--- config.mk ---
export PLATFORM = sky130hd
export DESIGN_NAME = shift_load_bank
export DESIGN_NICKNAME = d
export VERILOG_FILES = /design/src/rtl/shift_load_bank_pkg.sv /design/src/rtl/shift_load_lane.sv /design/src/rtl/shift_load_bank.sv
export SDC_FILE = /design/constraint.sdc
export NUM_CORES = 1
export LEC_CHECK = 0
export ABC_AREA = 1
export BUFFER_PORTS_ARGS = -buffer_cell sky130_fd_sc_hd__buf_2
export CORE_AREA = 5 5 149 80
export DETAILED_ROUTE_END_ITERATION = 6
export DIE_AREA = 0 0 154 85
export GPL_TIMING_DRIVEN = 0
export HOLD_SLACK_MARGIN = 0.1
export PLACE_DENSITY_LB_ADDON = 0.15
export REMOVE_ABC_BUFFERS = 1
export SLEW_MARGIN = 25
export SYNTH_ARGS = -nofsm -noshare
export SYNTH_HDL_FRONTEND = slang
export SYNTH_HIERARCHICAL = 1
export SYNTH_SLANG_ARGS = --single-unit
--- constraint.sdc ---
create_clock -name clk -period 2.6 [get_ports clk]
set_clock_uncertainty 0.15 [all_clocks]
set_input_delay 0.13 -clock clk [delete_from_list [all_inputs] [get_ports clk]]
set_output_delay 0.13 -clock clk [all_outputs]
set_load 0.01 [all_outputs]
--- src/rtl/shift_load_bank_pkg.sv ---
// Shared types and default parameters for the shift/load register bank.
// Contents: command opcode enum, FSM state enum, default lane geometry.
// Imported by shift_load_lane and shift_load_bank.
package shift_load_bank_pkg;

  localparam int DEF_LANES  = 4;
  localparam int DEF_LANE_W = 4;

  // Opcode 7 is reserved and has no enumerator; it decodes as NOP.
  typedef enum logic [2:0] {
    OP_NOP   = 3'd0,
    OP_CLEAR = 3'd1,
    OP_LOAD  = 3'd2,
    OP_SHL   = 3'd3,
    OP_SHR   = 3'd4,
    OP_ROL   = 3'd5,
    OP_ROR   = 3'd6
  } op_e;

  typedef enum logic {
    IDLE  = 1'b0,
    SHIFT = 1'b1
  } state_e;

  function automatic logic is_shift_op(input op_e op);
    return (op == OP_SHL) || (op == OP_SHR) || (op == OP_ROL) || (op == OP_ROR);
  endfunction

endpackage

--- src/rtl/shift_load_lane.sv ---
// One lane of the bank: one-position shift/rotate result and serial-out select.
// Ports: lane_q (current lane), op (latched op), ser_in (fill bit),
//        lane_shifted (lane after one step), ser_out (MSB, or LSB for SHR).
module shift_load_lane
  import shift_load_bank_pkg::*;
#(
  parameter int LANE_W = DEF_LANE_W
) (
  input  logic [LANE_W-1:0] lane_q,
  input  op_e               op,
  input  logic              ser_in,
  output logic [LANE_W-1:0] lane_shifted,
  output logic              ser_out
);

  always_comb begin
    lane_shifted = lane_q;
    case (op)
      OP_SHL:  lane_shifted = {lane_q[LANE_W-2:0], ser_in};
      OP_SHR:  lane_shifted = {ser_in, lane_q[LANE_W-1:1]};
      OP_ROL:  lane_shifted = {lane_q[LANE_W-2:0], lane_q[LANE_W-1]};
      OP_ROR:  lane_shifted = {lane_q[0], lane_q[LANE_W-1:1]};
      default: lane_shifted = lane_q;
    endcase
  end

  // The bit that falls off the lane on the next step: LSB for SHR, MSB otherwise.
  assign ser_out = (op == OP_SHR) ? lane_q[0] : lane_q[LANE_W-1];

endmodule

--- src/rtl/shift_load_bank.sv ---
// Multi-lane shift/load register bank: clear, load, multi-cycle shift/rotate.
// Ports: valid/ready command (cmd_op, cmd_amt, load_data, ser_in), q/ser_out
//        data outputs, busy/done status. Optional macro SHIFT_LOAD_BANK_PARITY_EN adds q_par.
module shift_load_bank
  import shift_load_bank_pkg::*;
#(
  parameter int LANES  = DEF_LANES,
  parameter int LANE_W = DEF_LANE_W,
  parameter int CNT_W  = $clog2(LANE_W) + 1
) (
  input  logic                    clk,
  input  logic                    rst_n,
  input  logic                    cmd_valid,
  output logic                    cmd_ready,
  input  logic [2:0]              cmd_op,
  input  logic [CNT_W-1:0]        cmd_amt,
  input  logic [LANES*LANE_W-1:0] load_data,
  input  logic [LANES-1:0]        ser_in,
  output logic [LANES*LANE_W-1:0] q,
  output logic [LANES-1:0]        ser_out,
  output logic                    busy,
  output logic                    done
`ifdef SHIFT_LOAD_BANK_PARITY_EN
  ,
  output logic [LANES-1:0]        q_par
`endif
);

  state_e                  state, state_d;
  logic [CNT_W-1:0]        cnt, cnt_d;
  op_e                     op_q, op_d;
  logic [LANES*LANE_W-1:0] q_d, q_shift;
  logic                    done_d, busy_d;
  logic                    accept;
  op_e                     cmd_op_e;

  assign cmd_op_e  = op_e'(cmd_op);
  assign cmd_ready = (state == IDLE);
  assign accept    = cmd_valid && cmd_ready;

  // Lanes always compute their one-step result from the latched op; it is
  // only used while in SHIFT.
  for (genvar l = 0; l < LANES; l++) begin : g_lane
    shift_load_lane #(.LANE_W(LANE_W)) u_lane (
      .lane_q      (q[l*LANE_W +: LANE_W]),
      .op          (op_q),
      .ser_in      (ser_in[l]),
      .lane_shifted(q_shift[l*LANE_W +: LANE_W]),
      .ser_out     (ser_out[l])
    );
  end

  // State register
  always_ff @(posedge clk or negedge rst_n) begin
    if (!rst_n) state <= IDLE;
    else        state <= state_d;
  end

  // Next-state logic
  always_comb begin
    state_d = state;
    case (state)
      IDLE:  if (accept && is_shift_op(cmd_op_e) && (cmd_amt != '0)) state_d = SHIFT;
      SHIFT: if (cnt == CNT_W'(1)) state_d = IDLE;
      default: state_d = IDLE;
    endcase
  end

  // Output / datapath next values
  always_comb begin
    q_d    = q;
    cnt_d  = cnt;
    op_d   = op_q;
    done_d = 1'b0;
    case (state)
      IDLE: begin
        if (accept) begin
          done_d = 1'b1;
          case (cmd_op_e)
            OP_CLEAR: q_d = '0;
            OP_LOAD:  q_d = load_data;
            OP_SHL, OP_SHR, OP_ROL, OP_ROR: begin
              // amt==0 completes like a NOP; otherwise arm the counter.
              if (cmd_amt != '0) begin
                done_d = 1'b0;
                cnt_d  = cmd_amt;
                op_d   = cmd_op_e;
              end
            end
            default: q_d = q;
          endcase
        end
      end
      SHIFT: begin
        q_d    = q_shift;
        cnt_d  = cnt - CNT_W'(1);
        done_d = (cnt == CNT_W'(1));
      end
      default: q_d = q;
    endcase
    busy_d = (state_d == SHIFT);
  end

  always_ff @(posedge clk or negedge rst_n) begin
    if (!rst_n) begin
      q    <= '0;
      cnt  <= '0;
      op_q <= OP_NOP;
      done <= 1'b0;
      busy <= 1'b0;
    end else begin
      q    <= q_d;
      cnt  <= cnt_d;
      op_q <= op_d;
      done <= done_d;
      busy <= busy_d;
    end
  end

`ifdef SHIFT_LOAD_BANK_PARITY_EN
  // Parity taken from q_d so it lands on the same edge as q.
  logic [LANES-1:0] par_d;
  always_comb begin
    par_d = '0;
    for (int l = 0; l < LANES; l++) par_d[l] = ^q_d[l*LANE_W +: LANE_W];
  end

  always_ff @(posedge clk or negedge rst_n) begin
    if (!rst_n) q_par <= '0;
    else        q_par <= par_d;
  end
`endif

endmodule
* Word-level counts from Yosys, hierarchy flattened
Cells that the tools add are included.
** Word-level totals
- Register bits after elaboration :: 24
- Output and inout bits :: 23
- Bits of input ports :: 29
- Logic and storage cells :: 56
** Operators by class
- Reduce and logical (&&, ||, !) cells :: 11
- Add/subtract/negate cells :: 1
- Multiplexer cells :: 22
- Bitwise operators :: 1
- Equality and inequality tests :: 16
** Operators with widths (number)
- one-hot mux 16 bit (2 select lines) :: 2
- one-hot mux 4 bit (4 select lines) :: 4
- == test 3 bit, second input constant :: 6
- two-way mux 16 bit :: 1
- == test 3 x 2 -> 1 bit, second input constant :: 3
- two-way mux 1 bit :: 9
- two-way mux 3 bit :: 3
- == test 3 x 1 -> 1 bit, second input constant :: 2
- inequality test 2 x 1 -> 1 bit, second input constant :: 3
- one-hot mux 3 bit (2 select lines) :: 1
- AND reduction 3 bit :: 2
- inequality test 5 x 1 -> 1 bit, second input constant :: 1
- one-hot mux 1 bit (2 select lines) :: 2
- AND reduction 4 bit :: 1
- OR reduction 4 bit :: 1
- logical AND 1 bit :: 3
- logical OR 1 bit :: 3
- inequality test 3 x 1 -> 1 bit, second input constant :: 1
- nonzero test 3 bit :: 1
- subtractor 3 x 1 -> 3 bit, second input constant :: 1
- inverter 1 bit :: 1

* Depth between registers and ports, before layout
Gate-level depths: netlist of run 1.
- Depth after elaboration :: 8
- Mapped depth :: 10
- Depth with buffers taken out :: 9

* Cells and area by module
Netlist of run 1, hierarchy kept.
** By module, submodules not included
- shift_load_bank :: cells an instance 191, sequential area each 600.6 um^2, area an instance 1331.3 um^2, times used 1
- shift_load_lane :: cells an instance 48, sequential area each 0.0 um^2, area an instance 254.0 um^2, times used 4

* Worst setup path before layout of run 1
No wires, ideal clock.
- Path type :: flip-flop to flip-flop
- From :: register op_q[2]
- To :: register q[1]
- Stages on the path, launching flop included :: 10
- Library setup time :: 0.117 ns
- Path buffers :: 0
- Clock period less this slack :: 1.630 ns
- Data arrival time :: 1.363 ns
- Path slack :: 0.970 ns
- Required time :: 2.333 ns
- Cells stage by stage :: dfrtp_1 > inv_1 > nand4_1 > nand2_1 > nor2_1 > nand2_1 > nand2_1 > nand2_1 > nand2_1 > nand2_1
** Between the ends
- Word-level cells in the longest chain between the ends :: 3
- Elaborated cells on any way between the ends :: 8
- Those cells by class :: eq/ne: 5; mux: 2; reduce/logical: 1
** Ends and longest elaborated chain
- start, declared :: RTL line shift_load_bank.sv:31 : op_e op_q, op_d;
- start signal, assigned :: RTL line shift_load_bank.sv:114 : op_q <= op_d;
- == test 3 bit or == test 3 x 2 -> 1 bit (tied branches) :: RTL line shift_load_lane.sv:18 : case (op)
- one-hot mux 4 bit (4 select lines) * :: RTL line shift_load_lane.sv:18
- named net q_shift[1] :: RTL line shift_load_bank.sv:32 : logic [LANES*LANE_W-1:0] q_d, q_shift;
- one-hot mux 16 bit (2 select lines) * :: RTL line shift_load_bank.sv:75 : case (state)
- end signal, assigned :: RTL line shift_load_bank.sv:112 : q <= q_d;
- end, declared :: RTL line shift_load_bank.sv:19 : output logic [LANES*LANE_W-1:0] q,
Mark *: on every way through the listed nets, which the timed path passes. The rest lies on a longest branch.
A chain may end at the register's enable or synchronous reset.

==> results of run 1 <==
[power by group through the flow]
stage | sequential, mW | clock (mW) | combinational [mW]
2_1_floorplan | 1.05 | 0 | 0.979
4_1_cts | 1.03 | 0.357 | 1.78
5_1_grt | 1.10 | 0.366 | 2.03
3_5_place_dp | 1.04 | 0 | 1.75
3_3_place_gp | 1.19 | 0 | 1.53
6_report | 1.04 | 0.351 | 1.78
[path summary, 6_finish.rpt]
check | from | endpoint | slack, ns
max | busy | q[8] | 0.54
min | cmd_amt[1] | cnt[1] | 0.11
max reg2reg | busy | q[8] | 0.54
min reg2reg | cnt[1] | cnt[1] | 0.35
max in group asynchronous | rst_n | busy | 1.61
min in group asynchronous | rst_n | q[4] | 0.25
[metrics by stage]
| stage | setup TNS [ns] | power [mW] | cells | hold WS, ns |
|---|---|---|---|---|
| global placement | -2.96 | 2.72 | 559 | 0.0140 |
| floorplan | 0 | 2.03 | 363 | -0.316 |
| finish | 0 | 3.17 | 586 | 0.110 |
| global route | 0 | 3.50 | 586 | 0.162 |
| detailed placement | 0 | 2.79 | 561 | 0.0180 |
| CTS | 0 | 3.17 | 586 | 0.125 |
[area by class of cell]
type                    count  area (um^2)  share of cell area, %
flip-flops and latches     24          606                   20.6
clock buffers               4         78.8                   2.68
multi-input cells         310         1460                   49.6
repair buffers             74          505                   17.2
well taps                 145          181                   6.18
inverters                  29          109                   3.71
[routing by layer]
metal,vias to the layer above,part of all wire (%),GRT usage [%]
met5,-,0,0
met4,0,0,0.481
met3,0,5.3,2.50
met2,80,38,17.2
met1,1257,56,19.2
li1,1410,-,-
[worst max-delay path, cell delays in order (launching register included)]
cell     delay (ns)
dfrtp_2        0.58
inv_2          0.48
o21ai_4        0.28
inv_2          0.33
nand2_1        0.09
nand2_1        0.07
[state kept, by name, summed over array words and instances (netlist names)]
register,flops
done,1
op_q,3
cnt,3
q,16
busy,1
[synth_stat cells]
library cell / count / area, um^2
nand3_1: 45 / 225
a21oi_1: 4 / 20.0
nor2_2: 6 / 37.5
o21ai_1: 3 / 15.0
dfrtp_1: 24 / 601
buf_6: 13 / 146
buf_1: 1 / 3.75
buf_2: 4 / 20.0
o21ai_4: 1 / 16.3
nand3_2: 4 / 40.0
nand4_1: 61 / 382
buf_4: 1 / 7.51
nor2_1: 26 / 97.6
inv_2: 10 / 37.5
inv_1: 19 / 71.3
nand2_2: 1 / 6.26
o21ai_0: 2 / 10.0
nand2_1: 155 / 582
ha_1: 2 / 25.0
clkbuf_1: 1 / 3.75
[kinds of logic after synthesis]
kind of cell	after synthesis	share of synthesized area, %
flip-flops	24	25.6
AND/OR/NAND/NOR	298	58.4
adder cells (fa/ha/maj)	2	1.07
buffers and inverters	49	12.4
AO/OA/AOI/OAI	10	2.61
[what timing repair did]
action / CTS / global route
resized for setup: 0 / 1
setup endpoints to repair: 0 / 15
endpoints found under the hold margin: 44 / 0
hold buffers: 21 / 0
==> results.py, run 1 <==
metrics = {
    "cells_and_area": {
        "n_antenna_cell": 0,
        "nets": 473,
        "drive_gt1_share_pct": 18.6,
        "fin_area_um2": 2940,
        "post-route-util_pct": 27.9,
        "fillers": 1224,
        "layout_commonest_cell": "nand2_1",
        "layout_common_cells": "nand2_1, nand4_1, buf_2",
        "areaGrowthSynthToFinish_pct": 25.1,
    },
    "power": {
        "ir_drop_mv": 0.398,
        "p_switching_mw": 1.80,
        "pwr-share-comb_pct": 56.0,
        "seq_power_share_pct": 32.9,
        "p_clk_share_pct": 11.1,
        "p_sw_share_pct": 56.9,
        "p_int_mw": 1.36,
        "p_per_area_nw_per_um2": 1080,
        "p_leak_nw": 1.60,
    },
    "timing": {
        "rsz0062_at_grt": "no",
        "setup_ws_ns": 0.540,
        "fin_crit_ns": 2.06,
        "final-hold-violation-count": 0,
        "setup_viol_count_final": 0,
        "tightestPinTransition_ns": 0.820,
        "slew_headroom_pct": 45.4,
        "fin_crit_sh_pct": 79.2,
        "fmax_ghz": 0.485,
        "maxSlewViolCount": 0,
    },
    "cts": {
        "cts.clk_slew.worst_paths_ns": 0.07,
        "ctsRootBufferMaster": "clkbuf_16",
        "clkSinkCount": 24,
        "insertion_delay_ns": 0.26,
        "cts_tree": "done",
        "cts-buffers-inserted": 3,
        "cts_setup_buffers": 0,
        "htree_levels": 1,
        "clock_path_buffers": 2,
    },
    "synthesis": {
        "synth-seq-cells": 24,
        "syn_area_per_cell_um2": 6.13,
        "ys_types": 20,
        "ys_seq_area_share_pct": 25.6,
        "syn_inst": 383,
        "ys.warnings.count": 6,
        "synthesis.area_um2": 2350,
    },
    "global_routing": {
        "overflow": 0,
        "grt_max_degree": 45,
        "track_usage_pct": 12.1,
        "grt_pass1_wl_um": 13500,
        "antenna_found_initial": 0,
        "grt_pass1_vias": 2594,
    },
    "flow_run": {
        "max-cap-violations": 0,
    },
    "detailed_routing": {
        "ant_nets": 0,
        "drt_iter0_drc": 177,
        "firstDrtPassIters": 4,
        "drt-wirelength-per-cell_um": 13.5,
        "vias": 2747,
        "via_per_inst": 4.69,
        "drc": 0,
        "wirelength_um": 7900,
    },
    "worst_hold_path": {
        "whs_path_depth": 5,
        "hold_path_class": "in -> reg",
    },
    "outcome": {
        "status": "finished, final reports clean",
    },
    "placed_design": {
        "dpl_cell_area_um2": 2650,
        "port_buffers": 51,
        "dp_hpwl_um": 5820,
        "gp_congestion": 0.847,
        "place_ws_ns": 0.214,
    },
    "floorplanning": {
        "rows": 27,
        "dieWidth_um": 154,
        "ios": 52,
        "die_y_um": 85,
        "start_util_pct": 22.3,
        "die-area_um2": 13100,
        "core-area_um2": 10500,
    },
    "critical_path": {
        "required_ns": 2.65,
        "worstPathMaxFanout": 30,
        "cp_data_arrival_time_ns": 2.11,
        "end_kind": "flip-flop",
        "start_kind": "flip-flop",
        "rr_worst_depth": 5,
        "critPathKind": "reg -> reg",
    },
}
No activity file was read; power rests on OpenSTA's default activity.
==> inputs of run 2 (changes only) <==
==> constraint.sdc (replaced) <==
create_clock -name clk -period 1.9 [get_ports clk]
set_clock_uncertainty 0.15 [all_clocks]
set_input_delay 0.095 -clock clk [delete_from_list [all_inputs] [get_ports clk]]
set_output_delay 0.095 -clock clk [all_outputs]
set_load 0.01 [all_outputs]
==> run 2 against run 1 <==
  * Critical path type is now reg -> out
  * Setup slack lost 0.43 ns
  * Via count increased by 2.8%
  * Die area unchanged
  * Sequential share of layout area down 0.70 points
  * Largest cell class unchanged
  * Critical endpoint is now ser_out[0]
==> results.py, run 2 (synthesized netlist as in run 1, its figures left out) <==
metrics = {
    "outcome": {
        "status": "finished, final reports clean",
    },
    "worst_hold_path": {
        "whs_path_depth": 5,
        "hold_path_class": "in -> reg",
        "min_to": "op_q[2]",
        "min-delay-start": "cmd_valid",
    },
    "global_routing": {
        "antenna_found_initial": 0,
        "grt_max_degree": 45,
        "overflow": 0,
        "grt_pass1_wl_um": 13500,
        "grt_pass1_vias": 2610,
        "track_usage_pct": 12.1,
    },
    "timing": {
        "final-hold-violation-count": 0,
        "tightestPinTransition_ns": 0.601,
        "slew_headroom_pct": 59.9,
        "hold_slack_ns": 0.0992,
        "maxSlewViolCount": 0,
        "fmax_ghz": 0.559,
        "setup_viol_count_final": 0,
        "fin_crit_sh_pct": 94.2,
        "rsz0062_at_grt": "no",
        "fin_crit_ns": 1.79,
    },
    "cts": {
        "insertion_delay_ns": 0.26,
        "clkSinkCount": 24,
        "htree_levels": 1,
        "ctsRootBufferMaster": "clkbuf_16",
        "clock_path_buffers": 2,
        "cts_tree": "done",
        "cts.clk_slew.worst_paths_ns": 0.07,
        "cts-buffers-inserted": 3,
    },
    "detailed_routing": {
        "vias": 2825,
        "wirelength_um": 8380,
        "ant_nets": 0,
        "via_per_inst": 4.73,
        "firstDrtPassIters": 4,
        "drt_iter0_drc": 170,
        "drt-wirelength-per-cell_um": 14.0,
        "drc": 0,
    },
    "critical_path": {
        "worstSetupStartpoint": "op_q[1]",
        "required_ns": 1.65,
        "slowest_stage": "dfrtp_4",
        "cp_data_arrival_time_ns": 1.54,
        "start_kind": "flip-flop",
        "end_kind": "output port",
        "rr_startpoint": "op_q[2]",
        "critPathKind": "reg -> out",
        "reg2reg_to": "q[14]",
        "slowest_delay_ns": 0.62,
        "path_cells": "nor2_2 -> nand2_1 -> a21oi_1 -> buf_2",
        "cp_top_family": "flip-flops",
        "critPathBufInv": 1,
        "reg2reg_setup_slack_ns": 0.16,
        "rr_worst_depth": 9,
        "worstPathMaxFanout": 22,
    },
    "power": {
        "p_sw_share_pct": 55.8,
        "p_leak_nw": 1.66,
        "p_switching_mw": 2.58,
        "totalPowerFinal_mw": 4.62,
        "p_per_area_nw_per_um2": 1510,
        "p_clk_share_pct": 10.5,
        "seq_power_share_pct": 29.4,
        "p_int_mw": 2.04,
        "pwr-share-comb_pct": 60.1,
        "ir_drop_mv": 0.501,
    },
    "placed_design": {
        "port_buffers": 51,
        "gp_congestion": 0.847,
        "dpl_cell_area_um2": 2650,
        "place_inst": 561,
        "dp_hpwl_um": 5820,
    },
    "cells_and_area": {
        "fillers": 1216,
        "fin_area_um2": 3060,
        "nets": 484,
        "top_register": "q",
        "instances_no_fill": 597,
        "multi_input_area_um2": 1460,
        "areaGrowthSynthToFinish_pct": 30.5,
        "largest_registers": "q: 16 flops, cnt: 3 flops, op_q: 3 flops",
        "largest_reg_flops": 16,
        "layout_commonest_cell": "nand2_1",
        "n_antenna_cell": 0,
        "regArea_um2": 611,
        "layout_common_cells": "nand2_1, nand4_1, buf_2",
        "drive_gt1_share_pct": 20.1,
    },
    "floorplanning": {
        "die_y_um": 85,
        "start_util_pct": 22.3,
        "rows": 27,
        "die-area_um2": 13100,
        "core-area_um2": 10500,
        "ios": 52,
        "dieWidth_um": 154,
    },
    "flow_run": {
        "max-cap-violations": 0,
    },
}
[run 2: cell types whose count changed in the layout (fill, tap and decap cells not counted)]
cell           change
nor2_4             +1
buf_8              +1
buf_4              +7
dfrtp_4            +2
inv_4              +2
nor2_2             -1
inv_2              -2
dlygate4sd3_1      +2
dfrtp_2            -2
clkbuf_16          +1
[run 2: per-stage QoR]
stage | utilization [%] | setup TNS, ns | worst slack (ns)
6_report | 29.1 | 0 | 0.111
5_1_grt | 29.1 | 0 | 0.00630
4_1_cts | 28.1 | 0 | 0.0214
3_5_place_dp | 25.1 | -7.77 | -0.486
3_3_place_gp | 24.7 | -15.99 | -0.962
2_1_floorplan | - | -5.14 | -0.321
[run 2: repair_timing]
action	CTS	global route
gates cloned	0	1
buffers inserted	0	8
endpoints found under the setup margin	24	20
gates resized for setup	4	3
hold buffers	23	0
endpoints found under the hold margin	46	0
pin swaps	0	1
[run 2: final cells by class]
class,instances,area share [%]
tap,145,5.92
inverter,29,3.72
timing repair buffer,85,20.2
clock buffer,4,2.57
sequential,24,19.9
multi-input combinational,310,47.7
[run 2: power by group through the flow]
| stage | Clock [mW] | Sequential, mW | Combinational [mW] |
|---|---|---|---|
| final | 0.484 | 1.36 | 2.78 |
| after global routing | 0.506 | 1.43 | 3.13 |
| after CTS | 0.489 | 1.43 | 2.45 |
| after floorplan | 0 | 1.44 | 1.34 |
| after global placement | 0 | 1.63 | 2.09 |
| after detailed placement | 0 | 1.42 | 2.40 |
[run 2: worst register-to-register path: stages, from the launching register on]
cell,delay [ns]
dfrtp_2,0.52
buf_12,0.21
inv_1,0.15
nand3_1,0.19
nand4_1,0.13
nand2_1,0.07
nand2_1,0.07
nand2_1,0.05
nand2_1,0.05
nand2_1,0.05
[run 2: metal layers]
metal / routed length (um) / part of all wire (%) / GRT usage, % / vias to the layer above
met1: 4620 / 55 / 19.1 / 1318
met3: 476 / 5.7 / 2.50 / 0
met2: 3280 / 39 / 17.3 / 78
li1: - / - / - / 1429
met5: 0 / 0 / 0 / -
met4: 0 / 0 / 0.481 / 0
[run 2: worst max-delay path by stage]
stage	to	depth (start not counted)
after floorplan	q[0]	8
after global placement	q[1]	9
after global routing	q[1]	10
after CTS	q[8]	8
final	ser_out[0]	4
after detailed placement	q[8]	5
==> inputs of run 3 (changes only) <==
--- a/config.mk
+++ b/config.mk
@@ -6,10 +6,10 @@
 export NUM_CORES = 1
 export LEC_CHECK = 0
 export ABC_AREA = 1
-export BUFFER_PORTS_ARGS = -buffer_cell sky130_fd_sc_hd__buf_2
 export CORE_AREA = 5 5 149 80
 export DETAILED_ROUTE_END_ITERATION = 6
 export DIE_AREA = 0 0 154 85
+export DONT_BUFFER_PORTS = 1
 export GPL_TIMING_DRIVEN = 0
 export HOLD_SLACK_MARGIN = 0.1
 export PLACE_DENSITY_LB_ADDON = 0.15
==> run 3 against run 2 <==
  * Wire length down 5.9%
  * Setup slack better by 0.013 ns
  * Count of clock-buffer cells in the layout down 1
  * Largest cell class unchanged
  * Register-to-register slack worse by 0.04 ns
  * First-iteration DRC count down 12%
  * Global-route usage down 0.38 points
  * Critical path type is now reg -> reg
  * Core utilization down 2.0 points
  * Combinational power down 17%
  * Final area down 6.7%
  * Power down 4.5%
  * Sequential power up 11%
  * Flip-flop and latch count unchanged
==> results.py, run 3 (synthesized netlist as in run 1, its figures left out) <==
metrics = {
    "timing": {
        "fmax_ghz": 0.563,
        "tightestPinTransition_ns": 0.658,
        "setup_ws_ns": 0.123,
        "finalSetupTns_ns": 0,
        "maxSlewViolCount": 0,
        "slew_headroom_pct": 56.1,
        "setup_viol_count_final": 0,
        "fin_crit_ns": 1.78,
        "rsz0062_at_grt": "no",
        "fin_crit_sh_pct": 93.5,
        "final-hold-violation-count": 0,
    },
    "global_routing": {
        "antenna_found_initial": 0,
        "grt_max_degree": 43,
        "grt_pass1_vias": 2381,
        "overflow": 0,
        "track_usage_pct": 11.7,
        "grt_pass1_wl_um": 12800,
    },
    "floorplanning": {
        "ios": 52,
        "dieWidth_um": 154,
        "die-area_um2": 13100,
        "core-area_um2": 10500,
        "die_y_um": 85,
        "rows": 27,
        "start_util_pct": 22.3,
    },
    "placed_design": {
        "place_inst": 510,
        "dp_hpwl_um": 5610,
        "dpl_cell_area_um2": 2390,
        "port_buffers": 0,
        "place_ws_ns": -0.596,
        "gp_congestion": 0.762,
    },
    "cells_and_area": {
        "largest_reg_flops": 16,
        "fin_area_um2": 2860,
        "areaGrowthSynthToFinish_pct": 21.7,
        "instances_no_fill": 546,
        "top_register": "q",
        "drive_gt1_share_pct": 10.2,
        "nets": 433,
        "n_antenna_cell": 0,
        "layout_commonest_cell": "nand2_1",
        "layout_common_cells": "nand2_1, nand4_1, nand3_1",
        "largest_registers": "q: 16 flops, cnt: 3 flops, op_q: 3 flops",
    },
    "critical_path": {
        "path_cells": "nor2_2 -> nand3_1 -> dlygate4sd3_1 -> nand2_1",
        "reg2reg_to": "op_q[2]",
        "slowest_delay_ns": 0.62,
        "critPathKind": "reg -> reg",
        "rr_worst_depth": 4,
        "start_kind": "flip-flop",
        "cp_data_arrival_time_ns": 1.82,
        "critPathBufInv": 1,
        "cp_top_family": "flip-flops",
        "reg2reg_setup_slack_ns": 0.12,
        "end_kind": "flip-flop",
        "worstPathMaxFanout": 21,
        "slowest_stage": "dfrtp_4",
        "required_ns": 1.94,
        "rr_startpoint": "busy",
    },
    "outcome": {
        "status": "finished, final reports clean",
    },
    "cts": {
        "htree_levels": 1,
        "cts-buffers-inserted": 3,
        "clkSinkCount": 24,
        "cts.clk_slew.worst_paths_ns": 0.06,
        "ctsRootBufferMaster": "clkbuf_16",
        "clock_path_buffers": 2,
        "insertion_delay_ns": 0.26,
        "cts_tree": "done",
    },
    "detailed_routing": {
        "via_per_inst": 4.71,
        "vias": 2569,
        "firstDrtPassIters": 4,
        "drt-wirelength-per-cell_um": 14.4,
        "drt_iter0_drc": 149,
        "drc": 0,
        "wirelength_um": 7880,
        "ant_nets": 0,
    },
    "worst_hold_path": {
        "hold_path_class": "in -> async",
    },
    "power": {
        "p_leak_nw": 1.44,
        "ir_drop_mv": 0.657,
        "p_per_area_nw_per_um2": 1540,
    },
    "flow_run": {
        "max-cap-violations": 0,
    },
}
[run 3: cell count changes in the layout (fill, tap and decap cells not counted), moves of 2 or more]
cell           change
buf_4              -3
a21oi_2            +2
dlygate4sd3_1      +3
a21oi_1            -2
nor2_2             +2
buf_2             -51
[run 3: final cells by class]
type | instances | area (um^2)
inverter | 29 | 116
clock inverter | 1 | 30.0
fill | 1216 | 7680
timing repair buffer | 34 | 378
sequential | 24 | 611
clock buffer | 3 | 75.1
multi-input combinational | 310 | 1470
tap | 145 | 181
[run 3: what timing repair did]
| item | CTS | global route |
|---|---|---|
| buffers inserted | 0 | 5 |
| endpoints found under the setup margin | 24 | 20 |
| endpoints found under the hold margin | 48 | 0 |
| gates resized for setup | 5 | 5 |
| hold buffers | 27 | 0 |
[run 3: where the power goes]
part,leakage (nW),total [mW],internal (mW),switching (mW)
clock network,0.0511,0.597,0.419,0.178
registers,0.313,1.51,0.760,0.750
logic,1.08,2.31,0.783,1.53
[run 3: worst max path at each step]
| stage | start | endpoint | slack (ns) | cells past startpoint |
|---|---|---|---|---|
| 6_report | busy | op_q[2] | 0.12 | 4 |
| 5_1_grt | op_q[0] | q[11] | 0.005 | 10 |
| 3_5_place_dp | busy | q[10] | -0.60 | 5 |
| 3_3_place_gp | op_q[2] | q[1] | -1.03 | 9 |
| 2_1_floorplan | op_q[2] | q[0] | -0.32 | 8 |
| 4_1_cts | busy | op_q[1] | 0.05 | 4 |
[run 3: per-stage QoR]
stage	hold slack [ns]	power (mW)	util [%]
final	0.126	4.41	27.1
after global routing	0.143	4.90	27.1
after CTS	0.112	4.28	26.4
after detailed placement	-0.350	3.56	22.7
after global placement	-0.349	3.49	22.3
after floorplan	-0.351	2.78	-
[run 3: layer usage]
layer / global-route usage [%] / routed length (um) / share of wire, %
met1: 18.7 / 4160 / 53
met2: 15.8 / 3020 / 38
met3: 3.16 / 691 / 8.8
met4: 0.721 / 12 / 0.15
met5: 0 / 0 / 0
[run 3: worst reg2reg max path, delay by kind of cell, from the launching register on]
| family | cells | cell delay [ns] |
|---|---|---|
| buffers and inverters | 1 | 0.55 |
| DFF | 1 | 0.62 |
| and+or+nand+nor | 3 | 0.38 |
